==> config.mk <==
export PLATFORM = sky130hd
export DESIGN_NAME = rotate_frame_ctrl
export DESIGN_NICKNAME = d
export VERILOG_FILES = /design/src/rtl/rotate_frame_ctrl.sv
export SDC_FILE = /design/constraint.sdc
export NUM_CORES = 1
export LEC_CHECK = 0
export ABC_AREA = 1
export BUFFER_PORTS_ARGS = -buffer_cell sky130_fd_sc_hd__buf_2
export CAP_MARGIN = 25
export CORE_MARGIN = 2
export CORE_UTILIZATION = 31
export DETAILED_ROUTE_END_ITERATION = 8
export GPL_TIMING_DRIVEN = 0
export SLEW_MARGIN = 20
export SYNTH_ARGS = -nofsm -noshare
export SYNTH_HDL_FRONTEND = slang
export SYNTH_SLANG_ARGS = --single-unit
==> constraint.sdc <==
create_clock -name clk -period 2.35 [get_ports clk]
set_input_delay 0.1175 -clock clk [delete_from_list [all_inputs] [get_ports clk]]
set_output_delay 0.1175 -clock clk [all_outputs]
set_load 0.01 [all_outputs]
==> src/rtl/rotate_frame_ctrl.sv <==
// Frame sequencer for the image-rotation path: raster LOAD into a single-port SRAM,
// then rotated READ with valid/ready backpressure. Define ROT_ANY_EN to add run-time rot_sel.
module rotate_frame_ctrl #(
   parameter int DIM_BITS = 8,
   parameter int PIX_W    = 24,
   parameter int MEM_W    = 32,
   parameter int ADDR_W   = 20
) (
   input  logic              clk,
   input  logic              rst_n,
   input  logic              start,
   input  logic              abort,
`ifdef ROT_ANY_EN
   input  logic [1:0]        rot_sel,
`endif
   input  logic              in_valid,
   input  logic [PIX_W-1:0]  in_data,
   output logic              in_ready,
   output logic              out_valid,
   output logic [PIX_W-1:0]  out_data,
   input  logic              out_ready,
   output logic              out_eol,
   output logic              out_last,
   output logic              mem_en,
   output logic              mem_we,
   output logic [ADDR_W-1:0] mem_addr,
   output logic [MEM_W-1:0]  mem_wdata,
   input  logic [MEM_W-1:0]  mem_rdata,
   output logic              busy,
   output logic              frame_done
);

   typedef enum logic [1:0] {ST_IDLE, ST_LOAD, ST_READ, ST_DONE} state_t;
   typedef enum logic [1:0] {ROT_0, ROT_90, ROT_180, ROT_270} rot_t;

   localparam logic [DIM_BITS-1:0] IDX_MAX = '1;
   localparam logic [DIM_BITS-1:0] IDX_ONE = 1;

   state_t state_q, state_d;
   rot_t   rot_cur;

   logic [DIM_BITS-1:0] wr_row, wr_col;
   logic [DIM_BITS-1:0] rd_row, rd_col;
   logic [DIM_BITS-1:0] src_row, src_col;
   logic                rd_fin;

   logic                inflight_q, inflight_eol_q, inflight_last_q;
   logic [PIX_W-1:0]    fifo_data [2];
   logic                fifo_eol  [2];
   logic                fifo_last [2];
   logic                head_q, tail_q;
   logic [1:0]          cnt_q;
   logic [2:0]          occ;

   logic flush, wr_last, rd_last, do_write, do_read, pop, head_last;
   logic unused_rdata;

   assign unused_rdata = &{1'b0, mem_rdata};

   assign flush     = abort || (state_q == ST_IDLE);
   assign wr_last   = (wr_row == IDX_MAX) && (wr_col == IDX_MAX);
   assign rd_last   = (rd_row == IDX_MAX) && (rd_col == IDX_MAX);
   assign out_valid = (cnt_q != 2'd0);
   assign pop       = out_valid && out_ready;
   assign head_last = fifo_last[head_q];

   // Occupancy after this cycle if nothing new is issued; one slot must stay free per issue.
   assign occ      = {1'b0, cnt_q} + {2'b00, inflight_q} - {2'b00, pop};
   assign do_write = (state_q == ST_LOAD) && in_valid && !abort;
   assign do_read  = (state_q == ST_READ) && !rd_fin && !abort && (occ < 3'd2);

   assign in_ready   = (state_q == ST_LOAD) && !abort;
   assign busy       = (state_q != ST_IDLE);
   assign frame_done = (state_q == ST_DONE);
   assign mem_en     = do_write || do_read;
   assign mem_we     = do_write;
   assign out_data   = out_valid ? fifo_data[head_q] : '0;
   assign out_eol    = out_valid && fifo_eol[head_q];
   assign out_last   = out_valid && head_last;

`ifdef ROT_ANY_EN
   always_ff @(posedge clk or negedge rst_n) begin
      if (!rst_n) begin
         rot_cur <= ROT_0;
      end else if ((state_q == ST_IDLE) && start && !abort) begin
         rot_cur <= rot_t'(rot_sel);
      end
   end
`else
   assign rot_cur = ROT_90;
`endif

   // NOTE: every state register uses non-blocking assignment so all flops update together
   // at the edge, independent of process evaluation order.
   always_ff @(posedge clk or negedge rst_n) begin
      if (!rst_n) begin
         state_q <= ST_IDLE;
      end else begin
         state_q <= state_d;
      end
   end

   // NOTE: defaults are assigned before the case so no path leaves state_d unassigned,
   // which would otherwise infer a latch.
   always_comb begin
      state_d = state_q;
      unique case (state_q)
         ST_IDLE: if (start)                 state_d = ST_LOAD;
         ST_LOAD: if (do_write && wr_last)   state_d = ST_READ;
         ST_READ: if (pop && head_last)      state_d = ST_DONE;
         ST_DONE:                            state_d = ST_IDLE;
         default:                            state_d = ST_IDLE;
      endcase
      if (abort) state_d = ST_IDLE;
   end

   // N-1-x modulo N is simply the bitwise complement of x.
   always_comb begin
      src_row = rd_row;
      src_col = rd_col;
      unique case (rot_cur)
         ROT_0:   begin src_row = rd_row;  src_col = rd_col;  end
         ROT_90:  begin src_row = ~rd_col; src_col = rd_row;  end
         ROT_180: begin src_row = ~rd_row; src_col = ~rd_col; end
         ROT_270: begin src_row = rd_col;  src_col = ~rd_row; end
         default: begin src_row = rd_row;  src_col = rd_col;  end
      endcase
   end

   always_comb begin
      mem_addr  = '0;
      mem_wdata = '0;
      if (do_write) begin
         mem_addr[2*DIM_BITS-1:0] = {wr_row, wr_col};
         mem_wdata[PIX_W-1:0]     = in_data;
      end else if (do_read) begin
         mem_addr[2*DIM_BITS-1:0] = {src_row, src_col};
      end
   end

   always_ff @(posedge clk or negedge rst_n) begin
      if (!rst_n) begin
         wr_row <= '0;
         wr_col <= '0;
      end else if (flush) begin
         wr_row <= '0;
         wr_col <= '0;
      end else if (do_write) begin
         wr_col <= wr_col + IDX_ONE;
         if (wr_col == IDX_MAX) wr_row <= wr_row + IDX_ONE;
      end
   end

   always_ff @(posedge clk or negedge rst_n) begin
      if (!rst_n) begin
         rd_row          <= '0;
         rd_col          <= '0;
         rd_fin          <= 1'b0;
         inflight_q      <= 1'b0;
         inflight_eol_q  <= 1'b0;
         inflight_last_q <= 1'b0;
      end else if (flush) begin
         rd_row          <= '0;
         rd_col          <= '0;
         rd_fin          <= 1'b0;
         inflight_q      <= 1'b0;
         inflight_eol_q  <= 1'b0;
         inflight_last_q <= 1'b0;
      end else begin
         inflight_q      <= do_read;
         inflight_eol_q  <= (rd_col == IDX_MAX);
         inflight_last_q <= rd_last;
         if (do_read) begin
            rd_col <= rd_col + IDX_ONE;
            if (rd_col == IDX_MAX) rd_row <= rd_row + IDX_ONE;
            if (rd_last) rd_fin <= 1'b1;
         end
      end
   end

   // NOTE: the two payload slots are reset only so outputs come up clean; a flush just
   // drops the count, since out_data/out_eol/out_last are masked by out_valid.
   always_ff @(posedge clk or negedge rst_n) begin
      if (!rst_n) begin
         for (int i = 0; i < 2; i++) begin
            fifo_data[i] <= '0;
            fifo_eol[i]  <= 1'b0;
            fifo_last[i] <= 1'b0;
         end
         head_q <= 1'b0;
         tail_q <= 1'b0;
         cnt_q  <= 2'd0;
      end else if (flush) begin
         head_q <= 1'b0;
         tail_q <= 1'b0;
         cnt_q  <= 2'd0;
      end else begin
         if (inflight_q) begin
            fifo_data[tail_q] <= mem_rdata[PIX_W-1:0];
            fifo_eol[tail_q]  <= inflight_eol_q;
            fifo_last[tail_q] <= inflight_last_q;
            tail_q            <= ~tail_q;
         end
         if (pop) head_q <= ~head_q;
         cnt_q <= occ[1:0];
      end
   end

endmodule

* Word level (Yosys, flattened, before mapping)
Cells that the tools add are included.
Widths: inputs -> output; s select.
** Word-level totals
- Register bits after elaboration :: 94
- Output and inout bits :: 84
- Word-level logic and storage cells :: 123
** Cells by class
- Muxes and demuxes :: 46
- Equal/unequal tests :: 10
- Magnitude comparators :: 4
- Bitwise gates (word level) :: 6
- $add $sub $neg :: 6
- Reductions and logical operators :: 33
** Operator list (count)
- $mux 24 :: 6
- $mux 8 :: 10
- $bwmux 48 :: 1
- $add 8x1->8 const B :: 4
- $eq 8x8->1 const B :: 4
- $mux 16 :: 2
- $demux 24 s1 :: 1
- $reduce_bool 2->1 :: 9
- $mux 1 :: 17
- $logic_and 1x1->1 :: 14
- $mux 2 :: 5
- $not 8->8 :: 1
- $pmux 2 s4 :: 1
- $reduce_and 2->1 :: 4
- $ne 3x2->1 const B :: 2
- $bwmux 2 :: 2
- $eq 2x2->1 const B :: 2
- $ge 2x2->1 const B :: 2
- $not 1->2 :: 2
- $add 2x1->3 :: 1
- $lt 3x2->1 const B :: 1
- $ne 3x3->1 const B :: 1
- $not 1->1 :: 3
- $reduce_and 3->1 :: 1
- 7 further kinds :: 9

* Depth between registers and ports, before layout
- Depth in word-level cells :: 8
- Gate-level depth with buffers :: 15
- Gate-level depth less buffers :: 15

* Least setup slack after synthesis
OpenSTA, ideal clock, no wires.
- Path type :: register to output
- Start point :: reg cnt_q[1]
- End point :: out mem_addr[6]
- Setup slack :: -259 ps
- Data arrival time :: 2492 ps
- Buffers on the path :: 1
- Data required time :: 2233 ps
- Cell stages (with the launch flop) :: 15
- Cells stage by stage :: dfrtp_1 > nor2_2 > nor2_1 > ha_1 > inv_1 > ha_1 > inv_1 > fa_1 > nand2_1 > nor2_2 > nand3_4 > inv_2 > buf_4 > nand3_1 > o21ai_0
** Between the ends
- Word-level cells in the longest chain between the ends :: 7
** RTL lines
- from (decl) :: line 52 : logic [1:0] cnt_q;
- from (signal assigned) :: line 205 : cnt_q <= occ[1:0];
- branches (longest 2 deep; another with $add 2x1->3)
- $sub 3x1->3 * :: line 68 : assign occ = {1'b0, cnt_q} + {2'b00, inflight_q} - {2'b00, pop};
- $lt 3x2->1 * :: line 70 : assign do_read = (state_q == ST_READ) && !rd_fin && !abort && (occ < 3'd2);
- $logic_and 1x1->1 * :: line 70
- $mux 16 * :: line 136 : end else if (do_read) begin
- $mux 16 * :: line 133 : if (do_write) begin
- to (decl) :: line 26 : output logic [ADDR_W-1:0] mem_addr,
Every way passes the cells marked *.

* Worst setup path after layout
- Start point :: reg cnt_q[1]
- End point :: out mem_addr[10]
The elaborated chain is that of the path after synthesis.

==> results.toml <==
[timing]
setup_viol = 35
period_share_pct = 122
hold_viol = 0
hold_ws_ns = 0.0353
rsz0062_at_grt = "true"
finalCriticalPeriod_ns = 2.86
worst_slew_pin_slew_ns = 0.641
fin_ws_ns = -0.509
skew_ns = 0.0109
slew_viol_final = 0
maxSlewHeadroom_pct = 57.3
max_freq_mhz = 350

[synth]
synth_top_area_share_pct = 43.2
async_flop_share_pct = 100
ys_ff_latch = 94
yosysMostFrequentCell = "nand2_1"
synth_cells = 710
synth.distinct_cells = 39
syn_avg_cell_area_sq_um = 7.67
yosysTopAreaCell = "dfrtp_1"
yosys-top-cells-area = "dfrtp_1 (43%), nand2_1 (12%), inv_1 (7.3%)"
yosys_warnings = 0
synthFlopType = "dfrtp_1"
yosysSeqAreaShare_pct = 43.2
synth_area_sq_um = 5440
synth-edff-count = 0
synth_common_cells = "nand2_1 (177), inv_1 (106), dfrtp_1 (94)"

[floorplanning]
coreArea_sq_um = 17200
rows = 48
dieArea_sq_um = 18600
die_h_um = 137
die_w_um = 137
pin_count = 146
initial_core_util_pct = 31.6

[layout]
syn_to_final_growth_pct = 30.8
fin_util_pct = 41.3
nFillCells = 1757
n_antenna_cell = 0
design_area_sq_um = 7120
final_cells = 1102
layout-drive-gt1-share_pct = 31.7
layout.nets = 946

[clock_tree]
insertion_delay_ns = 0.34
clockBufferDepth = 2
htree_levels = 3
cts_made_buffers = 9
cts.sinks = 94
cts_tree = "done"
root_buffer = "clkbuf_16"
clkTransAtPathRegs_ns = 0.07

[outcome]
status = "finished, violations left"
violations = "negative setup slack"

[setup_path]
critPathMaxStageDelay_ns = 0.51
critical_path_class = "flip-flop to output port"
worst_ep_required_time_ns = 2.23
critPathSlowestCell = "fa_1"
cp_cell_sequence = "nor2_4, nor2_4, ha_4, inv_2, ha_4, inv_2, fa_1, nand2_1, nor2_2, nand3_4, inv_6, buf_6, nand3_2, o21ai_2, buf_2"
critical_path.top_delay_family = "adder cells"
crit_arrival_ns = 2.74
cp-start-kind = "flip-flop"
path_max_fanout = 5
path_buf_inv = 5
end_kind = "output port"

[placed_design]
dp_hpwl_mm = 10.3
placed_cells = 1071
dpl_cell_area_sq_um = 6490
post-place-ws_ns = -0.577
place.gp.congestion = 0.826
port_buffers = 124

[min_path]
hp-class = "primary input to flip-flop"

[route]
drc = 0
ant_nets = 0
dr_total_vias = 5038
drt_iter0_drc = 327
firstDrtPassIters = 4
wire_per_inst_um = 13.0
wl_mm = 14.3
via_per_inst = 4.57

[pwr]
ir_worst_vdd_v = 0.000435
power.density_nw_per_um2 = 634
p_leak_nw = 3.65

[grt]
grt_pass1_wl_mm = 23.5
grt_max_degree = 60
grt-ovfl-total = 0
grt_pass1_vias = 4794
grt_usage_pct = 15.7
antenna_found_initial = 0

[flow_run]
cap_viol_max_count = 0
[cells by family after synthesis]
kind of cell | share of synthesized area [%]
other | 0.0689
AO/OA/AOI/OAI | 13.9
AND/OR/NAND/NOR | 26.4
flip-flops | 43.2
adder cells (fa/ha/maj) | 2.67
buffers and inverters | 13.1
XOR/XNOR | 0.644
[report_power, final]
part           switching, mW  internal (mW)  leakage, nW
Sequential             0.115           1.81         1.30
Combinational          0.684          0.427         2.21
Clock                  0.648          0.829        0.140
Total                   1.45           3.06         3.65
[stage by stage]
stage                     power [mW]  setup TNS (ns)
final                           4.51          -12.88
after global routing            4.79          -18.36
after CTS                       4.51          -12.03
after detailed placement        2.97          -15.15
after global placement          2.95          -13.44
after floorplan                 2.63           -1.82
[what timing repair did]
action                                  CTS  global route
setup buffers                             9             6
gates cloned                              1             0
endpoints found under the setup margin   35            35
hold buffers                              1             0
hold endpoints to repair                 35             0
resized for setup                        25            23
pin swaps                                 6            10
[flip-flops by register name, indices dropped and copies added, names as in the netlist, 2 cells and up]
| signal | flops |
|---|---|
| wr_row | 8 |
| fifo_last | 2 |
| state_q | 2 |
| fifo_data | 48 |
| rd_col | 8 |
| rd_row | 8 |
| wr_col | 8 |
| fifo_eol | 2 |
| cnt_q | 2 |
[cell type report]
type | count | area, sq um | area share, %
Multi-Input combinational cell | 473 | 2660 | 37.3
Sequential cell | 94 | 2350 | 33.0
Timing Repair Buffer | 141 | 806 | 11.3
Inverter | 111 | 424 | 5.96
Buffer | 43 | 304 | 4.27
Tap cell | 225 | 282 | 3.95
Clock buffer | 9 | 225 | 3.16
Clock inverter | 6 | 70.1 | 0.984
[layout by cell type (no fill, tap or decap), types with 2 or more instances in the layout]
cell type,count
buf_2,131
o21ai_0,39
ha_1,8
buf_8,3
nand2_2,4
clkinv_1,2
a21oi_1,32
xor2_1,3
nor3_1,7
inv_1,104
dfrtp_1,94
nand3_4,4
nor2_1,51
inv_6,2
clkbuf_16,9
a211oi_1,2
nand4_1,16
buf_4,25
nand3_1,33
clkbuf_1,10
buf_6,13
clkinvlp_4,2
conb_1,12
ha_4,2
nor2_4,7
o21ai_2,44
nand3_2,17
o21ai_1,4
inv_2,3
nand2_1,174
[worst reg2reg max path: cells and delay by family, from the launching register on]
family / cells / cell delay, ns
buffers and inverters: 6 / 0.57
AND/OR/NAND/NOR: 6 / 0.72
AO/OA/AOI/OAI: 1 / 0.10
flip-flops: 1 / 0.41
adder cells (fa/ha/maj): 3 / 0.83
[metal layers]
layer / track usage, % / share of wire (%) / vias up
met4: 2.49 / 1.3 / 0
met1: 21.5 / 47 / 2282
li1: - / - / 2559
met5: 0 / 0 / -
met2: 26.3 / 45 / 178
met3: 3.04 / 6.6 / 19
[worst paths after layout]
kind / start / end / slack [ns] / depth (start not counted)
max: cnt_q[1] / mem_addr[10] / -0.51 / 15
min: mem_rdata[9] / fifo_data[9] / 0.04 / 3
max reg2reg: cnt_q[1] / rd_col[3] / -0.36 / 16
min reg2reg: fifo_data[1] / fifo_data[1] / 0.48 / 2
max in group asynchronous: rst_n / rd_col[2] / 1.50 / 3
min in group asynchronous: rst_n / fifo_data[31] / 0.23 / 2
(Power assumes the default switching activity.)
